### src/rtl/microc_stk_if.sv
// Bus between the microc_stk datapath and its control unit / program memory.
// The slave side is the datapath. The master side is the control unit, which
// supplies instructions and selects and observes pc, flags and the stack state.
interface microc_stk_if #(
    parameter int PCW   = 10,
    parameter int DEPTH = 4
);
    localparam int SPW = $clog2(DEPTH + 1);

    logic [15:0]     instr;
    logic [PCW-1:0]  pc;
    logic [5:0]      Opcode;
    logic            s_inc;
    logic            s_inm;
    logic            we3;
    logic            wez;
    logic [2:0]      Op;
    logic            push;
    logic            pop;
    logic            z;
    logic            c;
    logic [SPW-1:0]  sp;
    logic [1:0]      stk_err;

    modport master (
        output instr, s_inc, s_inm, we3, wez, Op, push, pop,
        input  pc, Opcode, z, c, sp, stk_err
    );

    modport slave (
        input  instr, s_inc, s_inm, we3, wez, Op, push, pop,
        output pc, Opcode, z, c, sp, stk_err
    );
endinterface

### src/rtl/microc_stk.sv
// microc_stk: single-cycle microcontroller datapath. It has a 16-entry
// register file, an ALU with zero and carry flags, and a return-address
// stack for call, return and swap.
// Optional build macro MICROC_STK_TRAP_EN: when it is defined, a stack
// overflow or underflow sends pc to TRAP_VEC instead of pc+1.
module microc_stk #(
    parameter int             DW       = 8,
    parameter int             PCW      = 10,
    parameter int             DEPTH    = 4,
    parameter logic [PCW-1:0] TRAP_VEC = '0
) (
    input  logic         clk,
    input  logic         reset,
    microc_stk_if.slave  bus
);
    localparam int SPW = $clog2(DEPTH + 1);
    localparam int IW  = $clog2(DEPTH);

`ifdef MICROC_STK_TRAP_EN
    localparam bit TRAP_EN = 1'b1;
`else
    localparam bit TRAP_EN = 1'b0;
`endif

    logic [DW-1:0]  r_rf  [16];
    logic [PCW-1:0] r_stk [DEPTH];
    logic [PCW-1:0] r_pc;
    logic           r_z;
    logic           r_c;
    logic [SPW-1:0] r_sp;
    logic [1:0]     r_err;

    logic [3:0]     w_ra1, w_ra2, w_wa3;
    logic [DW-1:0]  w_rd1, w_rd2, w_imm, w_a, w_b, w_res;
    logic [DW:0]    w_sum;
    logic           w_zr, w_cr;
    logic [PCW-1:0] w_pc_inc, w_tgt, w_tos, w_pc_nxt, w_stk_wd;
    logic [SPW-1:0] w_sp_nxt;
    logic [IW-1:0]  w_tos_idx, w_stk_idx;
    logic           w_sp_nz, w_sp_full, w_of, w_uf, w_stk_we;

    // Register-file addressing. In immediate mode the second read port takes
    // its address from the low nibble, so the ALU B input is the
    // destination register.
    assign w_ra1 = bus.instr[11:8];
    assign w_ra2 = bus.s_inm ? bus.instr[3:0] : bus.instr[7:4];
    assign w_wa3 = bus.instr[3:0];
    assign w_rd1 = (w_ra1 == 4'd0) ? '0 : r_rf[w_ra1];
    assign w_rd2 = (w_ra2 == 4'd0) ? '0 : r_rf[w_ra2];
    assign w_imm = DW'(bus.instr[11:4]);
    assign w_a   = bus.s_inm ? w_imm : w_rd1;
    assign w_b   = w_rd2;
    assign w_sum = {1'b0, w_a} + {1'b0, w_b};

    // ALU: result plus carry (add) or borrow (sub). Other ops clear the carry.
    always_comb begin
        w_res = w_a;
        w_cr  = 1'b0;
        case (bus.Op)
            3'b000: w_res = w_a;
            3'b001: w_res = ~w_a;
            3'b010: begin w_res = w_sum[DW-1:0]; w_cr = w_sum[DW]; end
            3'b011: begin w_res = w_a - w_b;     w_cr = (w_a < w_b); end
            3'b100: w_res = w_a & w_b;
            3'b101: w_res = w_a | w_b;
            3'b110: w_res = -w_a;
            3'b111: w_res = -w_b;
            default: w_res = w_a;
        endcase
    end
    assign w_zr = (w_res == '0);

    // The pc and sp arithmetic wraps naturally at its register width.
    assign w_pc_inc  = r_pc + PCW'(1);
    assign w_tgt     = bus.instr[PCW-1:0];
    assign w_sp_nz   = (r_sp != '0);
    assign w_sp_full = (r_sp == SPW'(DEPTH));
    assign w_tos_idx = IW'(r_sp - SPW'(1));
    assign w_tos     = r_stk[w_tos_idx];

    // Next pc, sp and stack write, in priority order: swap, return, call,
    // then sequential or jump. An illegal stack op leaves the stack alone.
    always_comb begin
        w_pc_nxt  = bus.s_inc ? w_pc_inc : w_tgt;
        w_sp_nxt  = r_sp;
        w_stk_we  = 1'b0;
        w_stk_idx = r_sp[IW-1:0];
        w_stk_wd  = w_pc_inc;
        w_of      = 1'b0;
        w_uf      = 1'b0;
        if (bus.push && bus.pop) begin
            if (w_sp_nz) begin
                w_pc_nxt  = w_tos;
                w_stk_we  = 1'b1;
                w_stk_idx = w_tos_idx;
            end else begin
                w_uf = 1'b1;
            end
        end else if (bus.pop) begin
            if (w_sp_nz) begin
                w_pc_nxt = w_tos;
                w_sp_nxt = r_sp - SPW'(1);
            end else begin
                w_uf = 1'b1;
            end
        end else if (bus.push) begin
            if (!w_sp_full) begin
                w_pc_nxt = w_tgt;
                w_sp_nxt = r_sp + SPW'(1);
                w_stk_we = 1'b1;
            end else begin
                w_of = 1'b1;
            end
        end
        if (w_of || w_uf)
            w_pc_nxt = TRAP_EN ? TRAP_VEC : w_pc_inc;
    end

    // Control state: pc, flags, stack pointer and the sticky error bits.
    always_ff @(posedge clk) begin
        if (reset) begin
            r_pc  <= '0;
            r_z   <= 1'b0;
            r_c   <= 1'b0;
            r_sp  <= '0;
            r_err <= 2'b00;
        end else begin
            r_pc  <= w_pc_nxt;
            r_sp  <= w_sp_nxt;
            r_err <= r_err | {w_of, w_uf};
            if (bus.wez) begin
                r_z <= w_zr;
                r_c <= w_cr;
            end
        end
    end

    // Register file. r0 is never written, so it stays zero.
    always_ff @(posedge clk) begin
        if (reset) begin
            for (int i = 0; i < 16; i++) r_rf[i] <= '0;
        end else if (bus.we3 && (w_wa3 != 4'd0)) begin
            r_rf[w_wa3] <= w_res;
        end
    end

    // Return-address storage. It is not reset, because sp gates every read.
    always_ff @(posedge clk) begin
        if (!reset && w_stk_we)
            r_stk[w_stk_idx] <= w_stk_wd;
    end

    assign bus.pc      = r_pc;
    assign bus.Opcode  = bus.instr[15:10];
    assign bus.z       = r_z;
    assign bus.c       = r_c;
    assign bus.sp      = r_sp;
    assign bus.stk_err = r_err;
endmodule

### src/flat_wrapper.sv
// flat-port wrapper written by rule: the top's interface ports become plain ports
module microc_stk_flat 
#(
    parameter int             DW       = 8,
    parameter int             PCW      = 10,
    parameter int             DEPTH    = 4,
    parameter logic [PCW-1:0] TRAP_VEC = '0
)
  (clk, reset, bus_instr, bus_s_inc, bus_s_inm, bus_we3, bus_wez, bus_Op, bus_push, bus_pop, bus_pc, bus_Opcode, bus_z, bus_c, bus_sp, bus_stk_err);
  microc_stk_if #(.PCW(PCW), .DEPTH(DEPTH)) bus_i ();
  input  logic clk;
  input  logic reset;
  input wire logic [$bits(bus_i.instr)-1:0] bus_instr;
  input wire logic [$bits(bus_i.s_inc)-1:0] bus_s_inc;
  input wire logic [$bits(bus_i.s_inm)-1:0] bus_s_inm;
  input wire logic [$bits(bus_i.we3)-1:0] bus_we3;
  input wire logic [$bits(bus_i.wez)-1:0] bus_wez;
  input wire logic [$bits(bus_i.Op)-1:0] bus_Op;
  input wire logic [$bits(bus_i.push)-1:0] bus_push;
  input wire logic [$bits(bus_i.pop)-1:0] bus_pop;
  output wire logic [$bits(bus_i.pc)-1:0] bus_pc;
  output wire logic [$bits(bus_i.Opcode)-1:0] bus_Opcode;
  output wire logic [$bits(bus_i.z)-1:0] bus_z;
  output wire logic [$bits(bus_i.c)-1:0] bus_c;
  output wire logic [$bits(bus_i.sp)-1:0] bus_sp;
  output wire logic [$bits(bus_i.stk_err)-1:0] bus_stk_err;
  assign bus_i.instr = bus_instr;
  assign bus_i.s_inc = bus_s_inc;
  assign bus_i.s_inm = bus_s_inm;
  assign bus_i.we3 = bus_we3;
  assign bus_i.wez = bus_wez;
  assign bus_i.Op = bus_Op;
  assign bus_i.push = bus_push;
  assign bus_i.pop = bus_pop;
  assign bus_pc = bus_i.pc;
  assign bus_Opcode = bus_i.Opcode;
  assign bus_z = bus_i.z;
  assign bus_c = bus_i.c;
  assign bus_sp = bus_i.sp;
  assign bus_stk_err = bus_i.stk_err;
  microc_stk #(.DW(DW), .PCW(PCW), .DEPTH(DEPTH), .TRAP_VEC(TRAP_VEC)) u_core (.clk(clk), .reset(reset), .bus(bus_i));
endmodule
### config.mk
export PLATFORM = sky130hd
export DESIGN_NAME = microc_stk_flat
export DESIGN_NICKNAME = d
export VERILOG_FILES = /design/src/rtl/microc_stk_if.sv /design/src/rtl/microc_stk.sv /design/src/flat_wrapper.sv
export SDC_FILE = /design/constraint.sdc
export NUM_CORES = 1
export LEC_CHECK = 0
export BUFFER_PORTS_ARGS = -buffer_cell sky130_fd_sc_hd__buf_2
export CORE_MARGIN = 1
export CORE_UTILIZATION = 35
export CTS_CLUSTER_SIZE = 12
export DETAILED_ROUTE_END_ITERATION = 10
export GPL_ROUTABILITY_DRIVEN = 0
export SYNTH_ARGS = -nofsm -noshare
export SYNTH_HDL_FRONTEND = slang
export SYNTH_SLANG_ARGS = --single-unit
### constraint.sdc
create_clock -name clk -period 9.49 [get_ports clk]
set_clock_uncertainty 0.15 [all_clocks]
set_input_delay 0.949 -clock clk [delete_from_list [all_inputs] [get_ports clk]]
set_output_delay 0.949 -clock clk [all_outputs]
set_load 0.05 [all_outputs]
[Word level (Yosys, flattened, before mapping)]
Memories as Yosys holds them, arrays and structs flattened.
Cells that the tools add are included.
W data, S select, Z words.
Cells by class
  add/sub/neg operators: 7
  multiply operators: 0
  divide/modulo/power cells: 0
  magnitude comparators: 1
  equality and inequality tests: 10
  shift-type cells: 0
  mux-type cells: 41
  bitwise logic cells: 5
  reductions and logical operators: 14
Operator list (number)
  $mux W10: 7
  $pmux W8 S8: 1
  $mux W8: 4
  $mux W1: 20
  $neg A8 Y8: 2
  $eq A3 B3 Y1 const B: 5
  $mux W3: 4
  $add A10 B1 Y10 const B: 1
  $add A8 B8 Y9: 1
  $and A8 B8 Y8: 1
  $logic_not A4 Y1: 2
  $logic_not A8 Y1: 1
  $lt A8 B8 Y1: 1
  $mux W4: 2
  $not A8 Y8: 1
  $or A8 B8 Y8: 1
  $reduce_or A8 Y1: 1
  $sub A8 B8 Y8: 1
  $eq A3 B2 Y1 const B: 2
  $mux W2: 2
  $reduce_and A4 Y1: 1
  $reduce_bool A4 Y1: 1
  $add A3 B1 Y3 const B: 1
  $eq A3 B1 Y1 const B: 1
  12 further kinds: 14
Word-level totals
  register bits after elaboration: 17
  bits in latches: 0
  memory bits (writable): 168
  memory bits (read-only): 0
  input port bits: 27
  memories kept: 2
Memory list
  u_core.r_rf: depth 16, bits a word 8, read ports 2, clocked after memory_dff 0, write ports 16, line microc_stk.sv:25  | logic [DW-1:0] r_rf [16];
  u_core.r_stk: depth 4, bits a word 10, read ports 1, clocked after memory_dff 0, write ports 1, line microc_stk.sv:26  | logic [PCW-1:0] r_stk [DEPTH];

[Depth between registers and ports, before layout]
Gate-level depths: netlist of run 1.
  depth after elaboration: 8
  gate-level depth with buffers: 23
  gate-level depth less buffers: 18

[Least setup slack after synthesis of run 1]
OpenSTA, ideal clock, no wires.
  kind: in2reg
  start point: input bus_instr[1]
  end point: memory u_core.r_rf[1][6] (data pin)
  data arrival time: 4.718 ns
  setup slack: 4.361 ns
  cell stages on the path: 19
  path buffers: 2
  path through: clkbuf_1 nand2b_1 a2bb2oi_1 a2bb2oi_1 o211ai_1 a221oi_2 ha_1 inv_1 fa_1 a21oi_1 o21bai_1 a21o_1 a21oi_1 mux2i_1 xnor2_1 a221o_1 a221oi_4 buf_2 nor2_1
RTL lines
  from (decl): line flat_wrapper.sv:13  | input wire logic [$bits(bus_i.instr)-1:0] bus_instr;
  to (decl): line microc_stk.sv:25

[Worst setup path in the final report of run 1]
  start point: input bus_s_inm
  end point: register u_core.r_z, in the netlist u_core.bus.z
Between the ends
  longest elaborated chain between the ends: 6
RTL lines
  from (decl): line flat_wrapper.sv:15  | input wire logic [$bits(bus_i.s_inm)-1:0] bus_s_inm;
  $mux W4: line microc_stk.sv:46  | assign w_ra2 = bus.s_inm ? bus.instr[3:0] : bus.instr[7:4];
  $mem_v2 Z16 W8 / $logic_not A4 Y1 (equally long branches)
  $mux W8: line microc_stk.sv:49  | assign w_rd2 = (w_ra2 == 4'd0) ? '0 : r_rf[w_ra2];
  $neg A8 Y8, or another cell as far along: line microc_stk.sv:67  | 3'b111: w_res = -w_b;
  $pmux W8 S8 (*): line microc_stk.sv:59  | case (bus.Op)
  $logic_not A8 Y1 (*): line microc_stk.sv:71  | assign w_zr = (w_res == '0);
  to (signal assigned): line microc_stk.sv:132  | r_z <= w_zr;
  to (decl): line microc_stk.sv:28  | logic r_z;
Every way passes the cells marked *; elsewhere a longest branch is shown, timed or not.
A chain may end at the register's enable or synchronous reset.

==> metrics, run 1 <==
CP Max Fanout 44; Routed WL per cell 23.43 um; Total Routed Length 34.27 mm; Max Root-Sink Buffers 2; RR Startpoint u_core.r_rf[7][1]$_SDFFCE_PN0P_; power per standard cell area 189.8 nW/um^2; worst hold endpoint u_core.bus.stk_err[1]$_SDFF_PP0_; first-pass GRT wire length 51.83 mm; # Post-CTS Setup Buffers 0; CP required 9710 ps; DIE WIDTH 180.6 um; Sink Count 183; Initial Util 35.48%; Core ar. 31470 sq um; sequential fraction of the synthesis area 47.69%; Multi-input gate area 5351 sq um; Post-DP HPWL 24.38 mm; Final ANT Viol Nets 0; period utilization 68.09%; Critical Path Max Stage Delay 710 ps; post-layout min period 6461 ps; R2R cell count 17; CTS buffer count 17; # fillers 3009; Worst-Skew Late Latency 440 ps; critical path arrival 6690 ps; commonest non-fill, non-tap cells in the layout nor2_1, edfxtp_1, nand2_1; Die H 180.6 um; pin count of the biggest net entering global routing 46; mapped cell area 11170 sq um; dpl ws 2773 ps; Slew headroom 19.14%; nets 1107; Pleak 4.422 nW; n_diodes 0; total power 0.002310 W; initial DRC count 1090; Area growth, synth to finish 9.008%; Top FF cell, synth edfxtp_1; port bufs 41; post-synth cell types 76; Slew Viols, Final 0; most used cell, CP a21oi_1; final hold vios 0; vias per inst 5.959; vias in the first global route 8311; hold slack 321.5 ps; Reg area 5325 sq um; fmax 0.1548 GHz; worst hold-check path type flop to flop; Worst Setup End Kind flop; Sum Neg Setup Slack 0 ps; grt ovf 0; highest routed layer met4; die area 32620 sq um; RSZ-0062 raised after global routing false; routed wl met3 3.174 mm; status completed; Worst-path clk slew 70 ps; #FFs+latches synth 183; Final setup violation count 0; router iterations before antenna repair 6; Slew @ Worst Pin 1207 ps; R2R Path End u_core.bus.z$_SDFFE_PP0P_; Vias 8718; Met2 Wirelength 15.46 mm; number of synthesized flops with an enable pin 166; initial antenna violation count 0; hold_sp u_core.bus.stk_err[1]$_SDFF_PP0_; H-tree lvl count 4; Final WS setup 3029 ps; Total GRT Usage 21.08%; commonest non-fill, non-tap cell in the layout nor2_1; Mapped Cells 1050; Top Ports 50; layout cell share with drive strength beyond 1 13.48%; MaxCap Viol Count 0; clk root buf clkbuf_16; drt drc 0; hold path cells 2; Post-Syn Area per Cell 10.64 sq um; # rows 65; kind of critical path primary input to flop; maximum vdd ir drop 0.1334 mV; Syn. warnings 0; Async S/R FF share, synth 0%; CP max-delay cell a221oi_4; fin util 38.68%; CTS tree done; Critical Path Source Type primary input; crit-path cells buf_2 -> mux2i_2 -> buf_4 -> nand2_1 -> a221oi_1 -> nor3_1 -> a211oi_1 -> inv_1 -> fa_1 -> a21oi_1 -> o21bai_1 -> a21o_1 -> a21oi_1 -> mux2i_1 -> xnor2_1 -> a221o_1 -> a221oi_4 -> and3_1 -> a32o_1; CTS resizes 0; hold buffer count at cts 0; met1 wire length 14.57 mm; R2R Setup Slk 4210 ps
-- stage by stage --
stage	instance area, sq um	instances
detailed placement	11600	1431
CTS	12170	1463
global placement	11600	1431
finish	12170	1463
global route	12170	1463
floorplan	11190	1055
-- cell usage after synthesis (all sizes together), types with 3 or more instances --
master / count / area, sq um
mux4: 37 / 833.3
nand3: 23 / 115.1
nor2b: 18 / 112.6
a221oi: 17 / 172.7
mux2: 17 / 195.2
inv: 35 / 131.4
nand2b: 21 / 131.4
o22ai: 6 / 37.54
o21ai: 19 / 95.09
or2: 4 / 25.03
nor3: 11 / 55.05
o221ai: 4 / 35.03
clkbuf: 43 / 161.4
nand2: 96 / 360.4
and2: 5 / 31.28
o21bai: 8 / 60.06
a32oi: 3 / 26.28
nor2: 184 / 690.7
dfxtp: 17 / 340.3
ha: 30 / 375.4
a31oi: 12 / 90.09
nand3b: 3 / 22.52
a221o: 6 / 60.06
a311oi: 4 / 35.03
xnor2: 28 / 245.2
mux2i: 31 / 314.1
nor4: 4 / 46.29
a21boi: 7 / 52.55
nor3b: 5 / 37.54
a2bb2oi: 3 / 32.53
a211oi: 21 / 167.7
edfxtp: 166 / 4985
and3: 9 / 56.30
o31ai: 3 / 22.52
a22oi: 19 / 142.6
xor2: 5 / 43.79
a22o: 4 / 35.03
o211ai: 7 / 52.55
a21oi: 53 / 269.0
buf: 35 / 216.5
-- cells by family after synthesis --
family,share of synthesized area [%]
xor gates and xnor gates,2.588
adders and majority gates,3.720
DFF,47.69
buffers and inverters,4.560
other,0.03358
AOI/OAI and AO/OA,13.61
muxes,12.02
and+or+nand+nor,15.78
-- registers in the layout (all words and copies together), names as in the netlist --
name / flops
u_core.bus.z: 1
u_core.bus.sp: 3
u_core.bus.c: 1
u_core.r_stk: 40
u_core.bus.pc: 10
u_core.bus.stk_err: 2
u_core.r_rf: 126
-- worst max path at each step --
stage / startpoint / slack [ps] / to
floorplan: bus_instr[1] / 4360 / u_core.r_rf[1][6]$_SDFFCE_PN0P_
global placement: bus_s_inm / 2890 / u_core.bus.z$_SDFFE_PP0P_
detailed placement: bus_s_inm / 2770 / u_core.bus.z$_SDFFE_PP0P_
CTS: bus_s_inm / 3230 / u_core.bus.z$_SDFFE_PP0P_
global route: bus_s_inm / 2830 / u_core.bus.z$_SDFFE_PP0P_
finish: bus_s_inm / 3030 / u_core.bus.z$_SDFFE_PP0P_
-- critical path, delay by kind of cell --
family	cells	cell delay (ps)
XOR/XNOR	1	160
AND/OR/NAND/NOR	3	530
AO/OA/AOI/OAI	9	2820
multiplexers	2	410
buffers and inverters	3	1310
adder cells (fa/ha/maj)	1	480
-- area by class of cell --
class	instances	area share, %
clock buffers	19	3.556
clock inverters	13	1.161
inverters	35	1.079
multi-input cells	759	43.96
flip-flops and latches	183	43.75
well taps	402	4.132
repair buffers	52	2.364
-- where the power goes --
part,leakage [nW],switching (W),internal (W)
Sequential,1.81,0.0000480,0.000938
Clock,0.274,0.000338,0.000371
Combinational,2.34,0.000400,0.000214
-- layer usage --
layer / GRT usage [%] / vias up
li1: - / 3853
met1: 29.02 / 4311
met2: 32.42 / 474
met3: 4.527 / 80
met4: 7.966 / 0
met5: 0 / -
Power figures use the tool's default switching activity.
==> run 2, diff against run 1 <==
==> constraint.sdc (replaced) <==
create_clock -name clk -period 6.5 [get_ports clk]
set_clock_uncertainty 0.15 [all_clocks]
set_input_delay 0.65 -clock clk [delete_from_list [all_inputs] [get_ports clk]]
set_output_delay 0.65 -clock clk [all_outputs]
set_load 0.05 [all_outputs]
==> run 2 against run 1 <==
Final cell count up 0.89%. Total power increased by 47%. Sequential share of layout area down 0.39 points. Non-clock buffer count increased by 13. Sequential power is 46% higher.
==> metrics, run 2 (synthesized netlist as in run 1, its figures left out) <==
worst hold-check path type flop to flop; initial DRC count 1001 (-8.2%); Final ANT Viol Nets 0 (unchanged); Post-DP HPWL 24.66 mm (+1.2%); number of flip-flops in the largest register 126 (unchanged); Total Routed Length 34.19 mm (-0.24%); R2R Setup Slk 1670 ps (-2540 ps); Worst-Skew Late Latency 440 ps (about the same); drt drc 0 (unchanged); pin count of the biggest net entering global routing 37 (-20%); kind of critical path primary input to flop; fin util 39.03% (+0.35 points); Max Root-Sink Buffers 2 (unchanged); Vias 8752 (+0.39%); worst hold endpoint u_core.bus.stk_err[1]$_SDFF_PP0_; WP buf/inv 3 (unchanged); Final setup violation count 0 (unchanged); nets 1120 (+1.2%); hold slack 330.2 ps (+8.684 ps); Slew @ Worst Pin 1081 ps (-126.3 ps); RR Startpoint u_core.r_rf[13][0]$_SDFFCE_PN0P_; clk root buf clkbuf_16; power per standard cell area 276.9 nW/um^2 (+46%); DIE WIDTH 180.6 um (unchanged); layout cell share with drive strength beyond 1 14.62% (+1.1 points); initial antenna violation count 1 (+1); period utilization 81.88%; Die H 180.6 um (unchanged); critical path arrival 5550 ps (-1140 ps); status completed; commonest non-fill, non-tap cell in the layout nor2_1; router iterations before antenna repair 7 (+1); grt ovf 0 (unchanged); vias per inst 5.930 (-0.49%); RSZ-0062 raised after global routing false; n_diodes 0 (unchanged); Slew headroom 26.95% (+7.8 points); Sink Count 183 (unchanged); MaxCap Viol Count 0 (unchanged); # rows 65 (unchanged); Area growth, synth to finish 9.994%; Core ar. 31470 sq um (unchanged); Worst Setup End Kind flop; fmax 0.1879 GHz; CP required 6720 ps (-2990 ps); post-layout min period 5323 ps; Worst-path clk slew 70 ps (about the same); Top Ports 50 (unchanged); die area 32620 sq um (unchanged); hold buffer count at cts 0 (unchanged); Pleak 4.492 nW (+1.6%); CTS tree done; Routed WL per cell 23.16 um (-1.1%); Most flops, register u_core.r_rf; Slew Viols, Final 0 (unchanged); CP max-delay cell mux2_4; # Post-CTS Setup Buffers 0 (unchanged); Total GRT Usage 21.29% (+0.21 points); dpl ws 831.8 ps (-1942 ps); commonest non-fill, non-tap cells in the layout nor2_1, edfxtp_1, nand2_1; CP delay by family, top compound AO/OA/AOI/OAI gates; final hold vios 0 (unchanged); crit-path cells buf_2 -> mux2_4 -> mux2_1 -> a2bb2oi_1 -> o211ai_1 -> a221oi_2 -> ha_1 -> inv_1 -> fa_1 -> a21oi_1 -> o21bai_1 -> a21o_1 -> a21oi_1 -> mux2i_1 -> xnor2_1 -> a221o_1 -> a221oi_4 -> buf_4 -> and3_1 -> a32o_1; CTS buffer count 17 (unchanged); Sum Neg Setup Slack 0 ps (unchanged); vias in the first global route 8398 (+1.0%); maximum vdd ir drop 0.1902 mV (+43%); port bufs 41 (unchanged); Final WS setup 1177 ps (-1851 ps); hold path cells 2 (unchanged); hold_sp u_core.bus.stk_err[1]$_SDFF_PP0_; R2R cell count 18 (+1); H-tree lvl count 4 (unchanged); first-pass GRT wire length 51.94 mm (+0.20%); CTS resizes 0 (unchanged); Critical Path Max Stage Delay 540 ps (-170 ps); R2R Path End u_core.bus.z$_SDFFE_PP0P_; Initial Util 35.48% (unchanged); CP Max Fanout 36 (-18%); Critical Path Source Type primary input; most used cell, CP a21oi_1
==> run 2: stage by stage <==
| step | power, W | area [sq um] | instances |
|---|---|---|---|
| floorplan | 0.002099 | 11190 | 1055 |
| global placement | 0.002361 | 11700 | 1444 |
| detailed placement | 0.002369 | 11700 | 1444 |
| CTS | 0.003405 | 12280 | 1476 |
| global route | 0.003532 | 12280 | 1476 |
| finish | 0.003401 | 12280 | 1476 |
==> run 2: per-layer routing <==
layer / global-route usage, % / part of all wire [%]
met1: 28.63 / 42
met2: 33.39 / 45
met3: 4.244 / 9.0
met4: 8.923 / 3.9
met5: 0 / 0
==> run 2: power by group <==
part / internal [W] / switching (W)
combinational: 0.000327 / 0.000591
sequential: 0.00137 / 0.0000690
clock: 0.000547 / 0.000497
total: 0.00224 / 0.00116
==> run 2: cell type report <==
type | instances | area [sq um]
tap | 402 | 503.0
clock inverter | 14 | 157.7
multi-input combinational | 759 | 5351
clock buffer | 18 | 429.2
timing repair buffer | 65 | 385.4
sequential | 183 | 5325
fill | 3020 | 19190
inverter | 35 | 131.4
==> run 2: worst register-to-register path: stages (launching register included) <==
cell and delay [ps]:
edfxtp_1 510, mux4_2 510, a22oi_1 220, o211ai_1 250
inv_1 250, ha_1 210, inv_1 60, fa_1 460
a21oi_1 200, o21bai_1 110, a21o_1 190, a21oi_1 190
mux2i_1 120, xnor2_1 150, a221o_1 390, a221oi_4 180
buf_4 270, and3_1 190, a32o_1 150
==> run 2: worst max path at each step <==
stage,start,to,slack [ps],cells past startpoint
2_1_floorplan,bus_instr[1],u_core.r_rf[1][6]$_SDFFCE_PN0P_,1670,19
3_3_place_gp,bus_s_inm,u_core.bus.z$_SDFFE_PP0P_,950,20
3_5_place_dp,bus_s_inm,u_core.bus.z$_SDFFE_PP0P_,830,20
4_1_cts,bus_s_inm,u_core.bus.z$_SDFFE_PP0P_,1260,20
5_1_grt,bus_s_inm,u_core.bus.z$_SDFFE_PP0P_,850,21
6_report,bus_s_inm,u_core.bus.z$_SDFFE_PP0P_,1180,20
==> run 3, diff against run 2 <==
==> constraint.sdc (replaced) <==
create_clock -name clk -period 5.5 [get_ports clk]
set_clock_uncertainty 0.15 [all_clocks]
set_input_delay 0.55 -clock clk [delete_from_list [all_inputs] [get_ports clk]]
set_output_delay 0.55 -clock clk [all_outputs]
set_load 0.05 [all_outputs]
==> run 3 against run 2 <==
Count of clock-buffer cells in the layout stayed put. Register-to-register slack worse by 700 ps. Final cell count is 2.0% higher. Sequential share of layout area is 0.92 points lower. Highest routed layer unchanged. Critical endpoint is now u_core.r_rf[11][6]$_SDFFCE_PN0P_. Flip-flop and latch count stayed put. Largest cell class unchanged.
==> metrics, run 3 (synthesized netlist as in run 1, its figures left out) <==
critical path arrival 5000 ps (-550 ps); Pleak 4.655 nW (+3.6%); Sink Count 183 (unchanged); Worst-Skew Late Latency 440 ps (about the same); status completed; CTS tree done; MaxCap Viol Count 0 (unchanged); fin util 39.87% (+0.84 points); CTS resizes 0 (unchanged); Inst Count DP 1472 (+1.9%); Die H 180.6 um (unchanged); P_sw 0.001382 W (+19%); kind of critical path primary input to flop; hold path cells 2 (unchanged); Top Ports 50 (unchanged); dpl ws 219.4 ps (-612.4 ps); met1 wire length 14.76 mm (+3.5%); commonest non-fill, non-tap cell in the layout nor2_1; commonest non-fill, non-tap cells in the layout nor2_1, edfxtp_1, nand2_1; # rows 65 (unchanged); port bufs 41 (unchanged); internal power 0.002689 W (+20%); fmax 0.2011 GHz; drt drc 0 (unchanged); Max Root-Sink Buffers 2 (unchanged); layout cell share with drive strength beyond 1 16.79% (+2.2 points); R2R Setup Slk 970 ps (-700 ps); Most flops, register u_core.r_rf; routed wl met3 3.087 mm (+0.52%); Vias 8812 (+0.69%); CP required 5530 ps (-1190 ps); Post-Place Cell Area 11960 sq um (+2.2%); RSZ-0062 raised after global routing false; Initial Util 35.48% (unchanged); R2R cell count 17 (-1); number of flip-flops in the largest register 126 (unchanged); Post-Layout Inst Area 12550 sq um (+2.2%); Sum Neg Setup Slack 0 ps (unchanged); Slew headroom 25.23% (-1.7 points); worst hold-check path type flop to flop; CP Max Fanout 25 (-31%); final hold vios 0 (unchanged); Core ar. 31470 sq um (unchanged); Area growth, synth to finish 12.37%; clk root buf clkbuf_16; Worst-path clk slew 70 ps (about the same); Slew Viols, Final 0 (unchanged); Critical Path Source Type primary input; Final setup violation count 0 (unchanged); DIE WIDTH 180.6 um (unchanged); Final WS setup 527.6 ps (-649.9 ps); grt ovf 0 (unchanged); die area 32620 sq um (unchanged); router iterations before antenna repair 6 (-1); H-tree lvl count 4 (unchanged); Routed WL per cell 23.36 um (+0.83%); initial DRC count 918 (-8.3%); maximum vdd ir drop 0.2325 mV (+22%); nets 1148 (+2.5%); pin count of the biggest net entering global routing 26 (-30%); # Post-CTS Setup Buffers 0 (unchanged); Comb pwr share 28.1% (+1.1 points); CTS buffer count 17 (unchanged); Worst Setup End Kind flop; Met2 Wirelength 16.02 mm (+3.1%); Slew @ Worst Pin 1119 ps (+38.26 ps); switching part of the total 33.95% (-0.085 points); Final ANT Viol Nets 0 (unchanged); Total Routed Length 35.15 mm (+2.8%); part of the power in registers 41.4% (-0.9 points); post-layout min period 4972 ps; first-pass GRT wire length 52.43 mm (+0.94%); vias per inst 5.855 (-1.3%); power per standard cell area 324.5 nW/um^2 (+17%); hold buffer count at cts 0 (unchanged); initial antenna violation count 1 (unchanged); vias in the first global route 8462 (+0.76%); Total GRT Usage 21.47% (+0.18 points); highest routed layer met4; non-filler cells, final 1505 (+2.0%); Post-DP HPWL 25.80 mm (+4.6%); period utilization 90.41%; Clock power frac 30.4% (-0.3 points)
## run 3: final cells by class
class / count / area (sq um)
Clock buffer: 18 / 429.2
Multi-Input combinational cell: 759 / 5351
Timing Repair Buffer: 93 / 645.6
Tap cell: 402 / 503.0
Clock inverter: 14 / 160.2
Sequential cell: 183 / 5325
Antenna cell: 1 / 2.502
Fill cell: 3021 / 18930
Inverter: 35 / 131.4
## run 3: worst paths after layout
check,from,endpoint
setup / recovery,bus_instr[8],u_core.r_rf[11][6]$_SDFFCE_PN0P_
hold / removal,u_core.bus.stk_err[1]$_SDFF_PP0_,u_core.bus.stk_err[1]$_SDFF_PP0_
setup reg to reg,u_core.r_rf[8][1]$_SDFFCE_PN0P_,u_core.r_rf[11][6]$_SDFFCE_PN0P_
hold reg to reg,u_core.bus.stk_err[1]$_SDFF_PP0_,u_core.bus.stk_err[1]$_SDFF_PP0_
## run 3: power by group through the flow
stage	combinational, W	clock (W)	sequential [W]
finish	0.00115	0.00124	0.00169
global route	0.00123	0.00130	0.00169
CTS	0.00114	0.00125	0.00168
detailed placement	0.00113	0	0.00171
global placement	0.00112	0	0.00171
floorplan	0.000716	0	0.00176
## run 3: critical path: stages
cell      delay (ps)
buf_2            320
buf_12           260
nor2b_1          480
nand2_1          140
a32oi_1          530
o21ai_0          480
inv_1            210
ha_1             310
a21o_1           200
a21oi_1          160
o21bai_1         100
mux2i_1          170
xnor2_1           90
a221o_1          390
a221oi_4         220
buf_4            270
nor2_1            80
## run 3: routing by layer
metal | up-vias | track usage [%]
li1 | 3933 | -
met1 | 4299 | 28.56
met2 | 485 | 34.01
met3 | 95 | 4.224
met4 | 0 | 9.197
met5 | - | 0
## run 3: metrics by stage
step                hold slack (ps)  total power, W
floorplan                     517.4        0.002481
global placement              296.8        0.002835
detailed placement            304.4        0.002847
CTS                           321.1        0.004070
global route                  346.2        0.004216
finish                        317.9        0.004072
